==> src/rtl/regfile_sb_if.sv <==
// Bus bundle for regfile_sb: two writeback ports, two read ports, issue strobe and scoreboard outputs.
interface regfile_sb_if #(
   parameter int DW = 32,
   parameter int AW = 5
) ();
   logic          we0;
   logic [AW-1:0] wn0;
   logic [DW-1:0] d0;
   logic          we1;
   logic [AW-1:0] wn1;
   logic [DW-1:0] d1;
   logic [AW-1:0] rna;
   logic [AW-1:0] rnb;
   logic [DW-1:0] qa;
   logic [DW-1:0] qb;
   logic          iss_vld;
   logic [AW-1:0] iss_rd;
   logic          busy_a;
   logic          busy_b;
   logic [AW:0]   busy_cnt;

   modport master (
      output we0, wn0, d0, we1, wn1, d1, rna, rnb, iss_vld, iss_rd,
      input  qa, qb, busy_a, busy_b, busy_cnt
   );

   modport slave (
      input  we0, wn0, d0, we1, wn1, d1, rna, rnb, iss_vld, iss_rd,
      output qa, qb, busy_a, busy_b, busy_cnt
   );
endinterface

==> src/rtl/regfile_sb.sv <==
// Dual-write, dual-read register file with per-register busy scoreboard and registered busy count.
// Optional macro REGFILE_SB_BYPASS_EN adds same-cycle write-to-read forwarding on qa/qb/busy_a/busy_b.
module regfile_sb #(
   parameter int DW       = 32,
   parameter int AW       = 5,
   parameter int ZERO_REG = 1
) (
   input logic         clk,
   input logic         rst_n,
   regfile_sb_if.slave bus
);
   localparam int NREG = 2**AW;
   localparam int LO   = (ZERO_REG != 0) ? 1 : 0;

   logic [DW-1:0]   mem [NREG];
   logic [NREG-1:0] busy;
   logic [NREG-1:0] busy_nxt;
   logic [AW:0]     cnt_q;
   logic [AW:0]     cnt_nxt;

   // Issue beats writeback on the same register: the new producer owns it.
   always_comb begin
      busy_nxt = busy;
      cnt_nxt  = '0;
      for (int r = 0; r < NREG; r++) begin
         if (bus.iss_vld && bus.iss_rd == AW'(r))
            busy_nxt[r] = 1'b1;
         else if ((bus.we0 && bus.wn0 == AW'(r)) || (bus.we1 && bus.wn1 == AW'(r)))
            busy_nxt[r] = 1'b0;
      end
      if (ZERO_REG != 0)
         busy_nxt[0] = 1'b0;
      for (int r = 0; r < NREG; r++)
         cnt_nxt = cnt_nxt + (AW+1)'(busy_nxt[r]);
   end

   always_ff @(posedge clk or negedge rst_n) begin
      if (!rst_n) begin
         busy  <= '0;
         cnt_q <= '0;
      end else begin
         busy  <= busy_nxt;
         cnt_q <= cnt_nxt;
      end
   end

   // Port 1 is checked first so it wins a same-register collision.
   always_ff @(posedge clk or negedge rst_n) begin
      if (!rst_n) begin
         for (int r = 0; r < NREG; r++)
            mem[r] <= '0;
      end else begin
         for (int r = LO; r < NREG; r++) begin
            if (bus.we1 && bus.wn1 == AW'(r))
               mem[r] <= bus.d1;
            else if (bus.we0 && bus.wn0 == AW'(r))
               mem[r] <= bus.d0;
         end
      end
   end

   logic [AW-1:0] rn  [2];
   logic [DW-1:0] q   [2];
   logic          bsy [2];

   assign rn[0] = bus.rna;
   assign rn[1] = bus.rnb;

   always_comb begin
      for (int p = 0; p < 2; p++) begin
         q[p]   = mem[rn[p]];
         bsy[p] = busy[rn[p]];
`ifdef REGFILE_SB_BYPASS_EN
         if (bus.we1 && bus.wn1 == rn[p])
            q[p] = bus.d1;
         else if (bus.we0 && bus.wn0 == rn[p])
            q[p] = bus.d0;
         if (((bus.we0 && bus.wn0 == rn[p]) || (bus.we1 && bus.wn1 == rn[p])) &&
             !(bus.iss_vld && bus.iss_rd == rn[p]))
            bsy[p] = 1'b0;
`endif
         if (ZERO_REG != 0 && rn[p] == '0) begin
            q[p]   = '0;
            bsy[p] = 1'b0;
         end
      end
   end

   assign bus.qa       = q[0];
   assign bus.qb       = q[1];
   assign bus.busy_a   = bsy[0];
   assign bus.busy_b   = bsy[1];
   assign bus.busy_cnt = cnt_q;
endmodule

==> src/flat_wrapper.sv <==
// flat-port wrapper written by rule: the top's interface ports become plain ports
module regfile_sb_flat 
#(
   parameter int DW       = 32,
   parameter int AW       = 5,
   parameter int ZERO_REG = 1
)
  (clk, rst_n, bus_we0, bus_wn0, bus_d0, bus_we1, bus_wn1, bus_d1, bus_rna, bus_rnb, bus_iss_vld, bus_iss_rd, bus_qa, bus_qb, bus_busy_a, bus_busy_b, bus_busy_cnt);
  regfile_sb_if #(.DW(DW), .AW(AW)) bus_i ();
  input logic clk;
  input logic rst_n;
  input wire logic [$bits(bus_i.we0)-1:0] bus_we0;
  input wire logic [$bits(bus_i.wn0)-1:0] bus_wn0;
  input wire logic [$bits(bus_i.d0)-1:0] bus_d0;
  input wire logic [$bits(bus_i.we1)-1:0] bus_we1;
  input wire logic [$bits(bus_i.wn1)-1:0] bus_wn1;
  input wire logic [$bits(bus_i.d1)-1:0] bus_d1;
  input wire logic [$bits(bus_i.rna)-1:0] bus_rna;
  input wire logic [$bits(bus_i.rnb)-1:0] bus_rnb;
  input wire logic [$bits(bus_i.iss_vld)-1:0] bus_iss_vld;
  input wire logic [$bits(bus_i.iss_rd)-1:0] bus_iss_rd;
  output wire logic [$bits(bus_i.qa)-1:0] bus_qa;
  output wire logic [$bits(bus_i.qb)-1:0] bus_qb;
  output wire logic [$bits(bus_i.busy_a)-1:0] bus_busy_a;
  output wire logic [$bits(bus_i.busy_b)-1:0] bus_busy_b;
  output wire logic [$bits(bus_i.busy_cnt)-1:0] bus_busy_cnt;
  assign bus_i.we0 = bus_we0;
  assign bus_i.wn0 = bus_wn0;
  assign bus_i.d0 = bus_d0;
  assign bus_i.we1 = bus_we1;
  assign bus_i.wn1 = bus_wn1;
  assign bus_i.d1 = bus_d1;
  assign bus_i.rna = bus_rna;
  assign bus_i.rnb = bus_rnb;
  assign bus_i.iss_vld = bus_iss_vld;
  assign bus_i.iss_rd = bus_iss_rd;
  assign bus_qa = bus_i.qa;
  assign bus_qb = bus_i.qb;
  assign bus_busy_a = bus_i.busy_a;
  assign bus_busy_b = bus_i.busy_b;
  assign bus_busy_cnt = bus_i.busy_cnt;
  regfile_sb #(.DW(DW), .AW(AW), .ZERO_REG(ZERO_REG)) u_core (.clk(clk), .rst_n(rst_n), .bus(bus_i));
endmodule
==> config.mk <==
export PLATFORM = sky130hd
export DESIGN_NAME = regfile_sb_flat
export DESIGN_NICKNAME = d
export VERILOG_FILES = /design/src/rtl/regfile_sb_if.sv /design/src/rtl/regfile_sb.sv /design/src/flat_wrapper.sv
export SDC_FILE = /design/constraint.sdc
export NUM_CORES = 2
export LEC_CHECK = 0
export ABC_CLOCK_PERIOD_IN_PS = 13800
export CORE_MARGIN = 2
export CORE_UTILIZATION = 65
export CTS_CLUSTER_SIZE = 24
export DETAILED_ROUTE_END_ITERATION = 10
export PLACE_DENSITY = 0.83
export SETUP_SLACK_MARGIN = 0.05
export SYNTH_ARGS = -nofsm -noshare
export SYNTH_HDL_FRONTEND = slang
export SYNTH_SLANG_ARGS = --single-unit
export TNS_END_PERCENT = 10
==> constraint.sdc <==
create_clock -name clk -period 13.8 [get_ports clk]
set_input_delay 2.76 -clock clk [delete_from_list [all_inputs] [get_ports clk]]
set_output_delay 2.76 -clock clk [all_outputs]
set_load 0.02 [all_outputs]
==> run metrics <==
status=complete, no violations; RSZ-0062 raised after global routing=no; asr flop ratio synth=100.0%; dpl cells=roughly 7500; number of synthesized flops with an enable pin=0; PD cells=157.0 nW/um2; Avg Vias per Cell=7.475; Routed WL=about 240000 um; Total Routing Usage GR=~45%; I/O pin total=roughly 170; gr ovfl total=0; Peak VDD IR=around 0.25 mV; CP max FO=45; Synth Warn #=32; worst endpoint data arrival time=7520 ps; dpl cell area=66410 um2; hold_buf cts=0; Final nets=~6400; H-tree Lvls=3; layout cell share with drive strength beyond 1=under 10%; sequential area share after synthesis=around 39%; Initial Utilization=between 60% and 70%; Core ar.=around 100000 um2; most common cell after layout, fill and taps aside=mux2i_1; TritonCTS clock tree=done; Post-CTS Repair Setup Buffers=0; DR pass1 iterations=9; Setup Crit Path Kind=primary input to primary output; Antenna Nets Post-Route=0; # fillers=around 7300; Cell variety after synth=58; Die Ht=321.5 um; Non-Filler Instances=7686; Finished Core Util=70.05%; min cycle time layout=slightly above 10000 ps; leakage=approximately 34 nW; Sum Neg Setup Slack=0 ps; # clock sinks=slightly above 1000; Area Growth Syn to Fin=6.881%; clk_skew=15.85 ps; Root Buffer Master=clkbuf_16; XOR/XNOR Fraction of Synth Area=0.04009%; HPWL after DPL=128900 um; post-cts repair resize count=0; Synth Area in Adders=0.8744%; post-synthesis cell area=65540 um2; max_cap viols=0; compound-cell area share of the yosys netlist=a little over an eighth; Max-slew headroom=approximately 4.7%; WHS=569.8 ps; final hold vios=0; Post-Syn Nets=roughly 6800; Setup Viol. Count Final=0; Clock Tree Buf Depth=3; Residual DRC=0; #FFs+latches synth=a little over 1000; main combinational cell family by area after synthesis=multiplexers; clock slew at reported path FFs=roughly 60 ps; cts bufs inserted=between 100 and 150; Skew-Pair Late Insertion Delay=between 700 and 800 ps; commonest non-fill, non-tap cells in the layout=1645 x mux2i_1, 1029 x dfrtp_1, 547 x a21oi_1; Iter 0 DRT Violations=about 9600; crit end category=primary output; r2r setup slk=between 8000 and 9000 ps; DR WL/cell=31.06 um; Final Instance Area=about 70000 um2; pin count of the biggest net entering global routing=approximately 170; die area=103400 um2; Req. time, crit path=between 10000 and 15000 ps; RePlAce Congestion=approximately 0.95; die width=about 320 um; Worst Max-Slew Pin Slew=between 1000 and 1500 ps; IO Port Bufs=165; row count=between 100 and 150; CP startpoint kind=primary input; pre-CTS WS=3693 ps; Synth Instances=around 6700; initial antenna violation count=12; ys flop type=dfrtp_1; Hold Path Class=register to register; vias in the first global route=56360; fmax=roughly 100 MHz; total power=approximately 11 mW; post-route setup slack=about 3500 ps; final slew viol count=0; mux contribution to synthesized area=between 30 and 40%; syn_area_per_cell=9.831 um2; Synth Area in Simple Gates=approximately 9.2%; fin crit share=between 70% and 80%; first-pass GRT wire length=approximately 350000 um; via count=57450
## per-layer routing
| layer | GRT usage (%) | part of all wire, % | vias up |
|---|---|---|---|
| met1 | 56.41 | 34 | 27490 |
| met3 | 17.24 | 15 | 1529 |
| li1 | - | - | 23340 |
| met5 | 0.7092 | 0.11 | - |
| met4 | 33.83 | 8.8 | 22 |
| met2 | 64.56 | 42 | 5072 |
## logic make-up (layout without fill, tap and decap cells)
family,count (synthesis),count (layout)
AND/OR/NAND/NOR,1388,1388
flip-flops,1029,1029
buffers and inverters,807,523
XOR/XNOR,3,3
adder cells (fa/ha/maj),32,32
other,0,6
multiplexers,1849,1849
AO/OA/AOI/OAI,1558,1558
## power by group
part           switching (mW)  internal, mW  total, mW
Combinational            1.75          1.65       3.40
Clock                    1.32          1.74       3.05
Sequential              0.699          3.85       4.55
## cells in the mapped netlist, types with 30 or more instances
master	count	area (um2)
mux4_2	135	3040
a21oi_1	547	2738
nor2_1	525	1971
mux2_2	67	754.5
nor3_1	165	825.8
clkbuf_1	419	1573
buf_6	30	337.8
buf_1	43	161.4
a22o_1	35	306.5
a211oi_1	36	270.3
dfrtp_1	1029	25750
o22ai_1	261	1633
nor4_1	31	193.9
o21ai_1	41	205.2
nor2b_1	54	337.8
a31oi_1	32	200.2
a22oi_1	65	488.0
a221o_1	65	650.6
inv_1	41	153.9
mux2i_1	1645	16470
o21ai_0	451	2257
buf_4	127	953.4
buf_2	144	720.7
nand2_1	532	1997
## registers in the layout, indices dropped and copies added (netlist names)
signal,flops
u_core.busy,31
u_core.mem,992
u_core.bus.busy_cnt,6
## worst max-delay path: stages
cell,delay (ps)
buf_8,350
buf_4,780
nand2_4,680
buf_4,550
o22ai_1,270
nor3_1,80
nor4_1,1060
clkdlybuf4s50_1,790
## final timing paths
kind	to	startpoint	depth (start not counted)
worst max-delay path	bus_qb[1]	bus_rnb[1]	8
worst min-delay path	u_core.mem[624]	u_core.mem[624]	2
worst max register to register	u_core.bus.busy_cnt[4]	u_core.busy[1]	20
worst min register to register	u_core.mem[624]	u_core.mem[624]	2
max in group asynchronous	u_core.mem[559]	rst_n	4
min in group asynchronous	u_core.mem[298]	rst_n	1
## area by class of cell
type	count	area, um2	share of cell area (%)
clock inverter	36	459.2	0.6556
sequential	1029	25750	36.76
antenna	6	15.01	0.02144
clock buffer	158	3162	4.514
inverter	42	157.7	0.2251
multi-input combinational	4830	36260	51.76
timing repair buffer	287	2621	3.742
tap	1298	1624	2.319
(Power assumes the default switching activity.)
